`src/rtl/block_pkg.sv`:
```
// rtl/block_pkg.sv - block geometry, block record type and the constant block table.
package block_pkg;

   localparam int TILE_SIZE  = 32;
   localparam int NUM_BLOCKS = 8;

   typedef struct packed {
      logic [9:0] bx;
      logic [9:0] by;
   } block_t;

   // World-space block table; block 4 straddles the 1023->0 column wrap at zero scroll.
   function automatic block_t block_entry(input int idx);
      case (idx)
         0:       return block_t'{bx: 10'd100,  by: 10'd400};
         1:       return block_t'{bx: 10'd110,  by: 10'd400};
         2:       return block_t'{bx: 10'd300,  by: 10'd100};
         3:       return block_t'{bx: 10'd500,  by: 10'd200};
         4:       return block_t'{bx: 10'd1010, by: 10'd50};
         5:       return block_t'{bx: 10'd700,  by: 10'd300};
         6:       return block_t'{bx: 10'd200,  by: 10'd250};
         7:       return block_t'{bx: 10'd600,  by: 10'd420};
         default: return block_t'{bx: 10'd0,    by: 10'd1000};
      endcase
   endfunction

endpackage

```
`src/rtl/block_hit.sv`:
```
// rtl/block_hit.sv - combinational hit test of one pixel against one block.
module block_hit
   import block_pkg::*;
#(
   parameter int TILE = TILE_SIZE
) (
   input  block_t     blk,
   input  logic [9:0] x,
   input  logic [9:0] y,
   input  logic [9:0] scroll,
   output logic       hit,
   output logic [9:0] diff_x,
   output logic [9:0] diff_y,
   output logic [9:0] sx
);

   localparam logic [10:0] TILE_W = 11'(TILE);

   logic [10:0] y_end;

   // All column arithmetic wraps at 10 bits so blocks split across the edge hit on both sides.
   always_comb begin
      sx     = blk.bx - scroll;
      diff_x = x - sx;
      diff_y = y - blk.by;
      y_end  = {1'b0, blk.by} + TILE_W;
      hit    = ({1'b0, diff_x} < TILE_W) && (y >= blk.by) && ({1'b0, y} < y_end);
   end

endmodule

```
`src/rtl/block_scroller.sv`:
```
// rtl/block_scroller.sv - horizontally scrolling block field, two-stage pixel hit pipeline.
module block_scroller #(
   parameter int NUM_BLOCKS = 8,
   parameter int TILE       = 32
) (
   input  logic       clk,
   input  logic       rst,
   input  logic [9:0] x,
   input  logic [9:0] y,
   input  logic       frame_tick,
   input  logic       scroll_en,
   input  logic [1:0] speed,
   output logic       enable,
   output logic [9:0] diff_x,
   output logic [9:0] diff_y,
   output logic [9:0] pos_x,
   output logic [9:0] pos_y,
   output logic [9:0] scroll_x
);

   import block_pkg::*;

   logic [9:0] x_q;
   logic [9:0] y_q;
   logic [9:0] scroll_q;

   logic [NUM_BLOCKS-1:0] hit;
   logic [9:0]            dx_a [NUM_BLOCKS];
   logic [9:0]            dy_a [NUM_BLOCKS];
   logic [9:0]            sx_a [NUM_BLOCKS];
   logic [9:0]            by_a [NUM_BLOCKS];

   logic       sel_hit;
   logic [9:0] sel_dx;
   logic [9:0] sel_dy;
   logic [9:0] sel_px;
   logic [9:0] sel_py;

   always_ff @(posedge clk) begin
      if (rst) begin
         scroll_x <= '0;
      end else if (frame_tick && scroll_en) begin
         scroll_x <= scroll_x + {8'd0, speed};
      end
   end

   // Stage 1 snapshots scroll_x so a coincident frame_tick does not affect this pixel.
   always_ff @(posedge clk) begin
      if (rst) begin
         x_q      <= '0;
         y_q      <= '0;
         scroll_q <= '0;
      end else begin
         x_q      <= x;
         y_q      <= y;
         scroll_q <= scroll_x;
      end
   end

   for (genvar g = 0; g < NUM_BLOCKS; g++) begin : g_blk
      localparam block_t BLK = block_entry(g);

      assign by_a[g] = BLK.by;

      block_hit #(
         .TILE (TILE)
      ) u_hit (
         .blk    (BLK),
         .x      (x_q),
         .y      (y_q),
         .scroll (scroll_q),
         .hit    (hit[g]),
         .diff_x (dx_a[g]),
         .diff_y (dy_a[g]),
         .sx     (sx_a[g])
      );
   end

   // Descending scan so the lowest-index hit is the last assignment and wins.
   always_comb begin
      sel_hit = 1'b0;
      sel_dx  = '0;
      sel_dy  = '0;
      sel_px  = '0;
      sel_py  = '0;
      for (int i = NUM_BLOCKS - 1; i >= 0; i--) begin
         if (hit[i]) begin
            sel_hit = 1'b1;
            sel_dx  = dx_a[i];
            sel_dy  = dy_a[i];
            sel_px  = sx_a[i];
            sel_py  = by_a[i];
         end
      end
   end

   always_ff @(posedge clk) begin
      if (rst) begin
         enable <= 1'b0;
         diff_x <= '0;
         diff_y <= '0;
         pos_x  <= '0;
         pos_y  <= '0;
      end else begin
         enable <= sel_hit;
         diff_x <= sel_dx;
         diff_y <= sel_dy;
         pos_x  <= sel_px;
         pos_y  <= sel_py;
      end
   end

endmodule

```
`config.mk`:
```
export PLATFORM = sky130hd
export DESIGN_NAME = block_scroller
export DESIGN_NICKNAME = d
export VERILOG_FILES = /design/src/rtl/block_pkg.sv /design/src/rtl/block_hit.sv /design/src/rtl/block_scroller.sv
export SDC_FILE = /design/constraint.sdc
export NUM_CORES = 1
export LEC_CHECK = 0
export CORE_MARGIN = 2
export CORE_UTILIZATION = 30
export CTS_CLUSTER_DIAMETER = 100
export DETAILED_ROUTE_END_ITERATION = 10
export HOLD_SLACK_MARGIN = 0.03
export PLACE_DENSITY = 0.49
export SETUP_SLACK_MARGIN = 0.3
export SYNTH_ARGS = -nofsm -noshare
export SYNTH_HDL_FRONTEND = slang
export SYNTH_SLANG_ARGS = --single-unit
```
`constraint.sdc`:
```
create_clock -name clk -period 3.91 [get_ports clk]
set_input_delay 1.173 -clock clk [delete_from_list [all_inputs] [get_ports clk]]
set_output_delay 1.173 -clock clk [all_outputs]
set_load 0.05 [all_outputs]
```
==> flow_metrics.py <==
metrics = {
    "critical_path": {
        "required_ns": 4.18,
        "cpPeakStageDelay_ns": 0.35,
        "crit_fanout": 5,
        "crit_family": "compound AO/OA/AOI/OAI gates",
        "critPathKind": "reg -> reg",
        "reg2reg_from": "scroll_q[0]",
        "reg2reg_depth": 20,
        "cp-start-kind": "flop",
        "crit_arrival_ns": 4.17,
        "cp-end-kind": "flop",
        "rr_endpoint": "diff_y[7]",
        "r2r_slack_ns": 0.01,
        "crit_path_frequent_cell": "ha_4",
        "crit_slowest_cell": "dfxtp_2",
        "cp_num_buf_inv": 6,
        "cp_cell_sequence": "inv_2 -> ha_4 -> buf_8 -> xnor2_4 -> buf_6 -> inv_4 -> ha_4 -> nor2b_4 -> o21a_1 -> a21bo_2 -> maj3_2 -> xnor2_2 -> a2111oi_2 -> and4_4 -> buf_12 -> buf_16 -> a32oi_2 -> a21oi_2 -> nand4_1 -> a221oi_2",
    },
    "sta": {
        "slew_viol_final": 0,
        "max_slew_margin": 0.444,
        "setup_viol": 0,
        "tightest_slew_ns": 0.833,
        "final.min_clock_period_ns": 3.90,
        "rsz0062_at_grt": "yes",
        "fin_ws_ns": 0.0112,
        "final_hold_viol_count": 0,
        "fin_crit_sh": 0.997,
        "max_freq_mhz": 256,
        "clock_skew_ns": 0.0108,
    },
    "cells_and_area": {
        "drive_gt1_frac": 0.331,
        "area_growth_pct": 51.0,
        "fillers": 2607,
        "fin_nets": 1359,
    },
    "yosys": {
        "synth_commonest_cells": "a21oi_1 (91), nor2_1 (90), dfxtp_1 (79), ha_1 (72), nand2_1 (71)",
        "avgSynthCellArea_um2": 7.77,
        "synth_top_area_frac": 0.200,
        "synthTopCellsByArea": "dfxtp_1 (20%), ha_1 (11%), xnor2_1 (6.3%)",
        "syn_inst": 1016,
        "yosys.area_share.simple": 0.223,
        "synthArstFlopShare": 0,
        "muxShareOfSynthArea": 0.0155,
        "ys_types": 89,
        "yosysWarnings": 0,
        "ys.flop_type": "dfxtp_1",
        "yosysMostFrequentCell": "a21oi_1",
        "synth_edf_count": 0,
        "yosysSeqAreaShare": 0.200,
        "synth_xor_area_frac": 0.136,
        "synth-seq-cells": 79,
        "yosys.area_share.adder": 0.124,
        "syn_area_um2": 7900,
        "yosysTopAreaCell": "dfxtp_1",
        "synth_compound_area_frac": 0.242,
        "synth_top_family_by_area": "compound AO/OA/AOI/OAI gates",
    },
    "place": {
        "io_buffers": 74,
        "dpl.hpwl_um": 23800,
        "gp_congestion": 0.950,
        "pre_cts_ws_ns": -0.383,
    },
    "clock_tree": {
        "clock-sinks": 79,
        "clkSlewWorstSetupHoldPaths_ns": 0.07,
        "htree_levels": 3,
        "cts_root_buffer": "clkbuf_16",
        "cts_tree": "done",
        "cts-hold-fix-buffers": 0,
        "cts_buffer_depth": 2,
        "clock_latency_ns": 0.36,
        "cts_buffers": 9,
    },
    "die": {
        "start_util": 0.304,
        "rows": 59,
        "core_um2": 26000,
        "fp.dieW_um": 166,
        "dieHeight_um": 166,
        "top_level_ports": 77,
        "die_area_um2": 27600,
    },
    "global_route": {
        "antenna_found_initial": 1,
        "grt_pass1_vias": 8183,
        "grt_pass1_wl_um": 47100,
        "grt.total_usage": 0.218,
        "grt_start_max_net_pins": 31,
        "grt_overflow": 0,
    },
    "drt": {
        "drtAntennaViolNets": 0,
        "drc": 0,
        "avgRoutedWirePerCell_um": 19.7,
        "drt_first_iter_violations": 640,
        "routed_via_density": 5.35,
        "firstDrtPassIters": 5,
        "totalWireLength_um": 31500,
        "vias": 8547,
    },
    "power_and_ir_drop": {
        "irDropWorstVdd_mv": 0.166,
        "power.share.sequential": 0.354,
        "combPwrFrac": 0.280,
        "p_int_mw": 1.59,
        "p_total_mw": 2.41,
        "p_sw_mw": 0.819,
        "power.density_nw_per_um2": 202,
        "switching_share": 0.340,
        "cellLeakagePower_nw": 4.92,
        "pwr-share-clk": 0.367,
    },
    "min_path": {
        "hold_start": "scroll_x[0]",
        "worst_hold_path_type": "reg -> reg",
        "holdPathStages": 2,
        "min_to": "scroll_x[0]",
    },
    "status": {
        "status": "finished clean",
    },
    "flow_run": {
        "drv_cap": 0,
    },
}
[cells by family (layout without fill, tap and decap cells)]
kind of cell / Yosys count / in the layout
adders and majority gates: 77 / 77
muxes: 12 / 12
AOI/OAI and AO/OA: 285 / 285
buffers and inverters: 105 / 346
DFF: 79 / 79
and+or+nand+nor: 349 / 349
other: 1 / 8
xor gates and xnor gates: 108 / 108
[how the worst max path moves through the flow]
stage	endpoint	cells after the start	from
floorplan	diff_y[7]	20	scroll_q[0]
global placement	pos_x[6]	16	scroll_q[1]
detailed placement	pos_x[6]	16	scroll_q[1]
CTS	pos_x[6]	19	scroll_q[0]
global route	diff_y[7]	20	scroll_q[1]
finish	diff_y[7]	20	scroll_q[0]
[repair_timing]
| action | CTS | global route |
|---|---|---|
| endpoints found under the setup margin | 34 | 34 |
| gates cloned | 1 | 0 |
| endpoints found under the hold margin | 0 | 0 |
| setup buffers | 24 | 26 |
| gates resized for setup | 105 | 149 |
| pin swaps | 60 | 82 |
[registers in the layout, summed over array words and instances (netlist names)]
name,count
scroll_q,10
x_q,10
pos_y,8
diff_x,10
scroll_x,10
y_q,10
diff_y,10
enable,1
pos_x,10
[per-layer routing]
metal | global-route usage | wire [um] | vias to the layer above
li1 | - | - | 4098
met1 | 0.299 | 14500 | 4134
met2 | 0.342 | 14300 | 278
met3 | 0.0505 | 2110 | 37
met4 | 0.0652 | 592 | 0
met5 | 0 | 0 | -
[metrics by stage]
stage | TNS, ns | util | cell area, um2 | std cells | hold slack [ns]
4_1_cts | -0.0384 | 0.424 | 11000 | 1572 | 0.505
3_5_place_dp | -3.70 | 0.387 | 10100 | 1531 | 0.495
5_1_grt | -0.781 | 0.459 | 11900 | 1598 | 0.539
3_3_place_gp | -3.47 | 0.387 | 10100 | 1531 | 0.491
6_report | 0 | 0.459 | 11900 | 1599 | 0.497
2_1_floorplan | 0 | - | 7980 | 1022 | 0.454
[cell type report]
type / instances / area (um2) / share of cell area
flip-flops and latches: 79 / 1590 / 0.133
repair buffers: 286 / 2540 / 0.213
clock buffers: 9 / 225 / 0.0189
well taps: 335 / 419 / 0.0352
multi-input cells: 838 / 6900 / 0.579
inverters: 44 / 171 / 0.0144
clock inverters: 7 / 72.6 / 0.00609
diodes: 1 / 2.50 / 0.000210
[power groups by stage]
stage	clock (mW)	sequential (mW)	combinational, mW
after global routing	0.943	0.853	0.729
after floorplan	0	0.898	0.339
after global placement	0	0.869	0.580
final	0.883	0.852	0.674
after CTS	0.909	0.850	0.621
after detailed placement	0	0.869	0.581
[worst min-delay path, cell delays in order (launching register included)]
cell and delay [ns]:
dfxtp_1 0.34, nand2_1 0.06, a21oi_1 0.05
[cell usage in the layout, fill, tap and decap left out, types with 30 or more instances in the layout]
master / instances
xnor2_1: 48
buf_4: 173
xor2_1: 32
inv_1: 39
buf_6: 30
nor2_1: 79
ha_1: 61
nand2_1: 65
a21oi_1: 73
clkdlybuf4s50_1: 73
nor2b_1: 40
dfxtp_1: 75
Note: power is estimated with default switching activity, not from simulation.
